**src/rtl/mult_div_pkg.sv**
```systemverilog
// ============================================================================
// mult_div_pkg : shared encodings for the iterative signed multiply/divide
// Revision     : 1.0
// ============================================================================
`default_nettype none

package mult_div_pkg;

  typedef enum logic {
    OP_MULT = 1'b0,
    OP_DIV  = 1'b1
  } op_e;

  typedef enum logic [1:0] {
    ST_IDLE = 2'd0,
    ST_CALC = 2'd1,
    ST_FIX  = 2'd2,
    ST_DONE = 2'd3
  } state_e;

  localparam int ITER_COUNT = 32;
  localparam int CNT_W      = $clog2(ITER_COUNT);

endpackage

`default_nettype wire

```
**src/rtl/mult_div_abs.sv**
```systemverilog
// ============================================================================
// md_abs : combinational 32-bit two's-complement conditional negate
// Revision : 1.0
// ============================================================================
`default_nettype none

module md_abs (
  input  logic [31:0] val_i,
  input  logic        neg_i,
  output logic [31:0] res_o
);

  assign res_o = neg_i ? (~val_i + 32'd1) : val_i;

endmodule

`default_nettype wire

```
**src/rtl/mult_div.sv**
```systemverilog
// ============================================================================
// mult_div : 32-bit signed shift-add multiply / restoring divide, 34-cycle
// Revision : 1.0
// ============================================================================
`default_nettype none

module mult_div
  import mult_div_pkg::*;
(
  input  logic        clk_i,
  input  logic        reset_ni,
  input  logic        start_i,
  input  logic        op_i,
  input  logic [31:0] a_i,
  input  logic [31:0] b_i,
  output logic        busy_o,
  output logic        done_o,
  output logic        div_zero_o,
  output logic [31:0] hi_o,
  output logic [31:0] lo_o
);

  state_e            state_q, state_d;
  logic [CNT_W-1:0]  cnt_q, cnt_d;
  logic [63:0]       acc_q, acc_d;
  logic [31:0]       mop_q, mop_d;
  logic [31:0]       hi_q, hi_d, lo_q, lo_d;
  op_e               op_q, op_d;
  logic              neg_q, neg_d, rneg_q, rneg_d, dz_q, dz_d;

  logic [31:0] a_mag, b_mag, fix_lo, fix_hi, hi_res;
  logic        fix_hi_neg;
  logic [32:0] add_a, add_b, add_res;

  md_abs u_abs_a  (.val_i(a_i),          .neg_i(a_i[31]),    .res_o(a_mag));
  md_abs u_abs_b  (.val_i(b_i),          .neg_i(b_i[31]),    .res_o(b_mag));
  md_abs u_fix_lo (.val_i(acc_q[31:0]),  .neg_i(neg_q),      .res_o(fix_lo));
  md_abs u_fix_hi (.val_i(acc_q[63:32]), .neg_i(fix_hi_neg), .res_o(fix_hi));

  // DIV: hi holds remainder (dividend sign). MULT: 64-bit negate, where the
  // upper half only receives the +1 carry when the lower half is zero.
  assign fix_hi_neg = (op_q == OP_DIV) ? rneg_q : neg_q;
  assign hi_res = (op_q == OP_MULT && neg_q && acc_q[31:0] != 32'd0) ?
                  ~acc_q[63:32] : fix_hi;

  // Single shared adder: add for MULT, trial subtract of shifted remainder for DIV.
  assign add_a   = (op_q == OP_DIV) ? acc_q[63:31] : {1'b0, acc_q[63:32]};
  assign add_b   = {1'b0, mop_q};
  assign add_res = (op_q == OP_DIV) ? (add_a - add_b) : (add_a + add_b);

  always_comb begin
    state_d    = state_q;
    cnt_d      = cnt_q;
    acc_d      = acc_q;
    mop_d      = mop_q;
    op_d       = op_q;
    neg_d      = neg_q;
    rneg_d     = rneg_q;
    dz_d       = dz_q;
    hi_d       = hi_q;
    lo_d       = lo_q;
    busy_o     = 1'b1;
    done_o     = 1'b0;
    div_zero_o = 1'b0;
    case (state_q)
      ST_IDLE: begin
        busy_o = 1'b0;
        if (start_i) begin
          state_d = ST_CALC;
          cnt_d   = '0;
          op_d    = op_e'(op_i);
          mop_d   = (op_i == OP_DIV) ? b_mag : a_mag;
          acc_d   = (op_i == OP_DIV) ? {32'd0, a_mag} : {32'd0, b_mag};
          neg_d   = a_i[31] ^ b_i[31];
          rneg_d  = a_i[31];
          dz_d    = (op_i == OP_DIV) && (b_i == 32'd0);
        end
      end
      ST_CALC: begin
        if (op_q == OP_DIV)
          acc_d = add_res[32] ? {acc_q[62:0], 1'b0}
                              : {add_res[31:0], acc_q[30:0], 1'b1};
        else
          acc_d = acc_q[0] ? {add_res, acc_q[31:1]} : {1'b0, acc_q[63:1]};
        cnt_d = cnt_q + 1'b1;
        if (cnt_q == CNT_W'(ITER_COUNT - 1))
          state_d = ST_FIX;
      end
      ST_FIX: begin
        state_d = ST_DONE;
        if (!dz_q) begin
          hi_d = hi_res;
          lo_d = fix_lo;
        end
      end
      ST_DONE: begin
        done_o     = 1'b1;
        div_zero_o = dz_q;
        state_d    = ST_IDLE;
      end
      default: state_d = ST_IDLE;
    endcase
  end

  always_ff @(posedge clk_i) begin
    if (!reset_ni) begin
      state_q <= ST_IDLE;
      cnt_q   <= '0;
      acc_q   <= '0;
      mop_q   <= '0;
      op_q    <= OP_MULT;
      neg_q   <= 1'b0;
      rneg_q  <= 1'b0;
      dz_q    <= 1'b0;
      hi_q    <= '0;
      lo_q    <= '0;
    end else begin
      state_q <= state_d;
      cnt_q   <= cnt_d;
      acc_q   <= acc_d;
      mop_q   <= mop_d;
      op_q    <= op_d;
      neg_q   <= neg_d;
      rneg_q  <= rneg_d;
      dz_q    <= dz_d;
      hi_q    <= hi_d;
      lo_q    <= lo_d;
    end
  end

  assign hi_o = hi_q;
  assign lo_o = lo_q;

endmodule

`default_nettype wire

```
**config.mk**
```make
export PLATFORM = sky130hd
export DESIGN_NAME = mult_div
export DESIGN_NICKNAME = d
export VERILOG_FILES = /design/src/rtl/mult_div_pkg.sv /design/src/rtl/mult_div_abs.sv /design/src/rtl/mult_div.sv
export SDC_FILE = /design/constraint.sdc
export NUM_CORES = 1
export LEC_CHECK = 0
export CORE_AREA = 2 2 187 189
export DETAILED_ROUTE_END_ITERATION = 8
export DIE_AREA = 0 0 189 191
export DONT_BUFFER_PORTS = 1
export PLACE_DENSITY_LB_ADDON = 0.05
export SLEW_MARGIN = 15
export SYNTH_ARGS = -nofsm -noshare
export SYNTH_HDL_FRONTEND = slang
export SYNTH_SLANG_ARGS = --single-unit
```
**constraint.sdc**
```tcl
create_clock -name clk_i -period 11.5 [get_ports clk_i]
set_input_delay 2.3 -clock clk_i [delete_from_list [all_inputs] [get_ports clk_i]]
set_output_delay 2.3 -clock clk_i [all_outputs]
set_load 0.005 [all_outputs]
```
==> impl_metrics.env, run 1 <==
export IMPL_drt_iter0_drc=1053
export IMPL_cp_data_arrival_time_ps=6190
export IMPL_total_power_mw=3.560
export IMPL_rr_worst_depth=18
export IMPL_path_buf_inv=2
export IMPL_hold_class="flip-flop to flip-flop"
export IMPL_cts_tree="done"
export IMPL_rsz0062_at_grt="false"
export IMPL_critPathTopFamily="compound AO/OA/AOI/OAI gates"
export IMPL_path_class="flip-flop to flip-flop"
export IMPL_async_flop_share_pct=0
export IMPL_synth_nets=1922
export IMPL_syn_to_final_growth_pct=5.641
export IMPL_fin_skew_ps=15.52
export IMPL_antenna_found_initial=0
export IMPL_synth_area_um2=13510
export IMPL_fin_crit_sh_pct=50.94
export IMPL_drt_total_wl_um=45930
export IMPL_drive_gt1_share_pct=7.585
export IMPL_drc_errors=0
export IMPL_slew_limit_headroom_pct=22.09
export IMPL_crit_required_ps=11830
export IMPL_final_cell_mix="nand2_1, a21oi_1, dfxtp_1"
export IMPL_synth_ff_type="dfxtp_1"
export IMPL_clock_latency_ps=460
export IMPL_p_leak_nw=5.237
export IMPL_cts_max_path_buffers=2
export IMPL_power_density_nw_per_um2=249.5
export IMPL_final_area_um2=14270
export IMPL_worst_path_max_delay_cell="a311oi_1"
export IMPL_crit_chain="nor4_1 > nor4b_1 > inv_1 > nor2_1 > a21o_1 > a21oi_1 > xnor2_1 > ha_1 > or2_2 > a31o_2 > o41ai_1 > o211ai_1 > a311oi_1 > xor2_4 > buf_4 > mux2_2 > a21oi_1 > o21ai_0"
export IMPL_chipHeight_um=191
export IMPL_synth_seq_cells=171
export IMPL_grt_pass1_wl_um=69830
export IMPL_post_cts_resized=0
export IMPL_ant_nets=0
export IMPL_post_cts_buffers=0
export IMPL_hpwlAfterDp_um=34540
export IMPL_holdWs_ps=468.4
export IMPL_crit_path_start_kind="flip-flop"
export IMPL_clk_pin_slew_worst_paths_ps=70
export IMPL_cts_sinks=171
export IMPL_setup_tns_final_ps=0
export IMPL_synth_cell_types=69
export IMPL_ys_seq_area_share_pct=25.34
export IMPL_endpoint_kind="flip-flop"
export IMPL_grt_pass1_vias=11620
export IMPL_outcome="complete, no violations"
export IMPL_cp_depth=18
export IMPL_syn_area_per_cell_um2=7.463
export IMPL_core_area_um2=34120
export IMPL_finalCriticalPeriod_ps=5858
export IMPL_firstDrtPassIters=5
export IMPL_start_util_pct=39.59
export IMPL_clock_tree_htree_level_count=4
export IMPL_grt_overflow=0
export IMPL_die_area_um2=36100
export IMPL_grt_max_degree=101
export IMPL_grtUsageTotal_pct=24.92
export IMPL_mostFrequentLayoutCell="nand2_1"
export IMPL_vias_per_cell=5.924
export IMPL_layout_nets=1814
export IMPL_die_width_um=189
export IMPL_nFillCells=3592
export IMPL_port_buffers=0
export IMPL_drv_cap=0
export IMPL_finalSetupViolCount=0
export IMPL_vias=12850
export IMPL_slowest_delay_ps=760
export IMPL_crit_path_frequent_cell="a21oi_1"
export IMPL_crit_fanout=44
export IMPL_fmax_ghz=0.1707
export IMPL_syn_inst=1810
export IMPL_hold_violations=0
export IMPL_diodes=0
export IMPL_synth_edf_count=0
export IMPL_min_path_cells=2
export IMPL_cts_inserted_buffers=17
export IMPL_place_area_um2=13700
export IMPL_rows=68
export IMPL_gp_congestion=0.9232
export IMPL_ctsHoldBuffers=0
export IMPL_vdd_drop_max_mv=0.1253
export IMPL_worstMarginPinSlew_ps=1169
export IMPL_boundaryPins=135
export IMPL_cts_root_buf="clkbuf_16"
export IMPL_wl_per_cell_um=21.17
export IMPL_report_final_slew_viol_count=0
export IMPL_ys_warn_count=0
[power by group]
part	switching, mW	internal (mW)
Clock	0.269	0.312
Combinational	1.26	0.751
Sequential	0.233	0.740
Total	1.76	1.80
[synth_stat cells (all sizes together), types with 5 or more instances]
| library cell | count | area, µm² |
|---|---|---|
| a21oi | 177 | 885.9 |
| xnor2 | 91 | 797.0 |
| o41ai | 21 | 191.4 |
| dfxtp | 171 | 3423 |
| nor4b | 5 | 43.79 |
| mux2 | 54 | 608.1 |
| a31oi | 8 | 50.05 |
| xor2 | 83 | 727.0 |
| nor3 | 37 | 185.2 |
| o21bai | 5 | 37.54 |
| a211oi | 64 | 480.5 |
| nor2 | 153 | 574.3 |
| and3 | 8 | 50.05 |
| o221ai | 10 | 87.58 |
| buf | 26 | 113.9 |
| or2 | 6 | 37.54 |
| nor4 | 15 | 93.84 |
| a21o | 11 | 82.58 |
| a22oi | 6 | 45.04 |
| o31ai | 29 | 217.7 |
| o21a | 10 | 75.07 |
| and2 | 10 | 62.56 |
| or4 | 22 | 168.9 |
| a22o | 5 | 43.79 |
| nand4 | 12 | 75.07 |
| ha | 43 | 538.0 |
| mux2i | 53 | 530.5 |
| nand2b | 13 | 81.33 |
| nand2 | 214 | 803.3 |
| or3 | 18 | 112.6 |
| o21ai | 143 | 715.7 |
| o211ai | 38 | 285.3 |
| inv | 29 | 108.9 |
| nand3 | 37 | 185.2 |
| nor2b | 6 | 37.54 |
| clkbuf | 120 | 450.4 |
[worst paths after layout]
path	startpoint	endpoint	slack (ps)
hold reg to reg	hi_o[14]	hi_o[14]	470
setup / recovery	mop_q[2]	acc_q[41]	5640
hold / removal	hi_o[14]	hi_o[14]	470
setup reg to reg	mop_q[2]	acc_q[41]	5640
[worst register-to-register path, stage by stage, from the launching register on]
cell	delay, ps
dfxtp_1	360
nor4_1	480
nor4b_1	680
inv_1	170
nor2_1	240
a21o_1	210
a21oi_1	100
xnor2_1	230
ha_1	330
or2_2	340
a31o_2	250
o41ai_1	60
o211ai_1	230
a311oi_1	760
xor2_4	180
buf_4	510
mux2_2	410
a21oi_1	130
o21ai_0	80
[through the flow]
stage,instances,worst slack (ps),utilization (%)
4_1_cts,2169,5683,41.83
6_report,2169,5642,41.83
5_1_grt,2169,5234,41.83
3_3_place_gp,2138,5782,40.16
3_5_place_dp,2138,5714,40.16
2_1_floorplan,1810,6627,-
[logic make-up after synthesis]
kind of cell    Yosys count  share of synthesized area, %
compound gates          565                         26.23
buf+inv                 179                         5.094
fa+ha+maj                44                         4.131
flops                   171                         25.34
mux                     107                         8.429
simple gates            570                         19.49
xor+xnor                174                         11.28
[metal layers]
metal | share of wire [%] | wire [µm] | global-route usage (%) | vias up
li1 | - | - | - | 6326
met1 | 50 | 23050 | 37.43 | 6120
met2 | 42 | 19340 | 36.18 | 364
met3 | 5.8 | 2675 | 4.498 | 40
met4 | 1.9 | 858 | 6.310 | 0
met5 | 0 | 0 | 0 | -
[sequential cells by signal, summed over array words and instances (netlist names)]
signal,count
lo_o,32
acc_q,64
state_q,2
neg_q,1
hi_o,32
cnt_q,5
dz_q,1
rneg_q,1
mop_q,32
op_q,1
[cell type report]
type                            count  area, µm²  area share (%)
Multi-Input combinational cell   1460       9435           66.12
Sequential cell                   171       3428           24.02
Tap cell                          455      569.3           3.989
Clock buffer                       20      456.7           3.200
Timing Repair Buffer               19      142.6          0.9996
Inverter                           33      125.1          0.8768
Clock inverter                     11      112.6          0.7891
Power figures use the tool's default switching activity.
==> run 2, diff against run 1 <==
- ABC_AREA: not set -> 1
- CORE_AREA: 2 2 187 189 -> 2 2 203 205
- DIE_AREA: 0 0 189 191 -> 0 0 205 207
- clock period: 11.5 -> 6 ns (I/O delays scaled with it)
==> run 2 against run 1 <==
Compared with the run above: first-iteration DRC count up 22%; clock skew down 0.74 ps; clock power up 110%; wire length up 31%; critical endpoint is now acc_q[52]; largest power group unchanged.
==> impl_metrics.env, run 2 <==
export IMPL_outcome="complete, no violations"
export IMPL_mostFrequentLayoutCell="nand2_1"
export IMPL_port_buffers=0
export IMPL_power_density_nw_per_um2=516.4
export IMPL_drive_gt1_share_pct=4.412
export IMPL_synth_cell_types=54
export IMPL_grtUsageTotal_pct=28.25
export IMPL_clk_pin_slew_worst_paths_ps=80
export IMPL_vdd_drop_max_mv=0.3354
export IMPL_rows=74
export IMPL_gp_congestion=0.9965
export IMPL_boundaryPins=135
export IMPL_nFillCells=4586
export IMPL_finalSetupViolCount=0
export IMPL_syn_inst=2786
export IMPL_drv_cap=0
export IMPL_syn_area_per_cell_um2=5.727
export IMPL_synth_top_area_share_pct=21.46
export IMPL_clock_power_share_pct=13.9
export IMPL_grt_pass1_vias=16170
export IMPL_critPathTopFamily="simple AND/OR/NAND/NOR gates"
export IMPL_cts_tree="done"
export IMPL_largest_register="acc_q"
export IMPL_drt_iter0_drc=1286
export IMPL_endpoint_kind="flip-flop"
export IMPL_die_width_um=205
export IMPL_cts_max_path_buffers=2
export IMPL_postLayoutSetupSlackWorst_ps=1878
export IMPL_min_path_cells=2
export IMPL_chipHeight_um=207
export IMPL_core_area_um2=40370
export IMPL_finalCriticalPeriod_ps=4122
export IMPL_clock_tree_htree_level_count=4
export IMPL_p_leak_nw=8.206
export IMPL_final_cell_mix="nand2_1, inv_1, nor2_1"
export IMPL_pwr_share_comb_pct=63.9
export IMPL_power_switching_mw=4.817
export IMPL_post_cts_resized=0
export IMPL_die_area_um2=42440
export IMPL_grt_pass1_wl_um=92850
export IMPL_cts_root_buf="clkbuf_16"
export IMPL_yosysTopAreaCell="dfxtp_1"
export IMPL_post_cts_buffers=0
export IMPL_internal_power_mw=3.816
export IMPL_syn_to_final_growth_pct=4.792
export IMPL_fin_crit_sh_pct=68.70
export IMPL_grt_overflow=0
export IMPL_crit_fanout=31
export IMPL_cts_inserted_buffers=17
export IMPL_layout_nets=2796
export IMPL_path_buf_inv=1
export IMPL_synth_nets=2898
export IMPL_drt_total_wl_um=60250
export IMPL_worstMarginPinSlew_ps=1112
export IMPL_drc_errors=0
export IMPL_synth_most_common_cell="nand2_1"
export IMPL_synth_area_um2=15950
export IMPL_largest_reg_flops=64
export IMPL_cp_data_arrival_time_ps=4440
export IMPL_ys_warn_count=0
export IMPL_synth_ff_type="dfxtp_1"
export IMPL_report_final_slew_viol_count=0
export IMPL_swShare_pct=55.80
export IMPL_ctsHoldBuffers=0
export IMPL_ys_seq_area_share_pct=21.46
export IMPL_fmax_ghz=0.2426
export IMPL_diodes=0
export IMPL_wl_per_cell_um=18.66
export IMPL_vias=17000
export IMPL_vias_per_cell=5.264
export IMPL_worst_path_max_delay_cell="ha_1"
export IMPL_setup_tns_final_ps=0
export IMPL_place_ws_ps=1868
export IMPL_start_util_pct=39.52
export IMPL_hold_violations=0
export IMPL_pwr_share_seq_pct=22.1
export IMPL_path_class="flip-flop to flip-flop"
export IMPL_cp_depth=26
export IMPL_ant_nets=0
export IMPL_synth_seq_cells=171
export IMPL_cts_sinks=171
export IMPL_crit_required_ps=6320
export IMPL_slew_limit_headroom_pct=25.74
export IMPL_clock_latency_ps=460
export IMPL_fin_skew_ps=14.78
export IMPL_grt_max_degree=102
export IMPL_rr_worst_depth=26
export IMPL_firstDrtPassIters=6
export IMPL_async_flop_share_pct=0
export IMPL_hpwlAfterDp_um=46810
export IMPL_rsz0062_at_grt="false"
export IMPL_antenna_found_initial=0
export IMPL_yosys_top_cells_count="nand2_1, inv_1, nor2_1"
export IMPL_slowest_delay_ps=380
export IMPL_crit_path_frequent_cell="nand2_1"
export IMPL_synthTopCellsByArea="dfxtp_1, nand2_1, inv_1"
export IMPL_crit_path_start_kind="flip-flop"
export IMPL_synth_edf_count=0
export IMPL_hold_class="flip-flop to flip-flop"
[run 2: cell count changes after synthesis, moves of 24 or more]
cell      change
a211oi_1     -61
a21oi_1      +57
clkbuf_1     -25
inv_1       +365
mux2_2       -54
mux2i_1      -53
nand2_1     +566
nand3_1     +154
nor2_1      +116
o21ai_0      +57
o31ai_1      -24
xnor2_1      -71
[run 2: kinds of logic (layout without fill, tap and decap cells)]
| family | after synthesis | count (layout) | synth area share (%) |
|---|---|---|---|
| simple gates | 1358 | 1358 | 35.45 |
| compound gates | 559 | 559 | 19.65 |
| buf+inv | 538 | 449 | 13.58 |
| flops | 171 | 171 | 21.46 |
| xor+xnor | 116 | 116 | 6.368 |
| fa+ha+maj | 44 | 44 | 3.498 |
[run 2: worst paths after layout]
kind / startpoint / to / slack [ps]
setup reg to reg: mop_q[1] / acc_q[52] / 1880
setup / recovery: mop_q[1] / acc_q[52] / 1880
hold / removal: cnt_q[4] / cnt_q[4] / 470
hold reg to reg: cnt_q[4] / cnt_q[4] / 470
[run 2: power groups by stage]
| stage | combinational [mW] | sequential, mW | clock, mW |
|---|---|---|---|
| 2_1_floorplan | 4.17 | 1.72 | 0 |
| 3_3_place_gp | 5.48 | 1.94 | 0 |
| 3_5_place_dp | 5.49 | 1.94 | 0 |
| 4_1_cts | 5.51 | 1.91 | 1.23 |
| 5_1_grt | 6.23 | 1.96 | 1.28 |
| 6_report | 5.52 | 1.91 | 1.20 |
[run 2: area by class of cell]
| type | count | area (µm²) | share of cell area, % |
|---|---|---|---|
| Multi-Input combinational cell | 2077 | 10380 | 62.07 |
| Sequential cell | 171 | 3427 | 20.50 |
| Inverter | 401 | 1505 | 9.003 |
| Tap cell | 532 | 665.6 | 3.981 |
| Clock buffer | 18 | 450.4 | 2.694 |
| Clock inverter | 14 | 172.7 | 1.033 |
| Timing Repair Buffer | 16 | 120.1 | 0.7185 |
[run 2: per-stage QoR]
step / cell area, µm² / power [mW] / instances / hold WS (ps) / util, %
3_5_place_dp: 16090 / 7.423 / 3197 / 466.6 / 39.86
2_1_floorplan: 15950 / 5.889 / 2786 / 445.3 / -
3_3_place_gp: 16090 / 7.420 / 3197 / 453.6 / 39.86
6_report: 16720 / 8.633 / 3229 / 472.9 / 41.41
5_1_grt: 16720 / 9.458 / 3229 / 483.1 / 41.41
4_1_cts: 16720 / 8.653 / 3229 / 477.8 / 41.41
[run 2: per-layer routing]
layer  vias up  track usage, %  wire length, µm  share of wire [%]
met5         -               0                0                  0
met4         0           11.76             2604                4.3
met3        93           3.965             2355                3.9
met2       380           49.15            29450                 49
met1      7819           34.64            25840                 43
li1       8705               -                -                  -
[run 2: worst reg2reg max path, delay by kind of cell, from the launching register on]
kind / cells / cell delay, ps
compound gates: 1 / 50
xor+xnor: 1 / 130
fa+ha+maj: 2 / 560
buf+inv: 1 / 100
flops: 1 / 310
simple gates: 21 / 2840
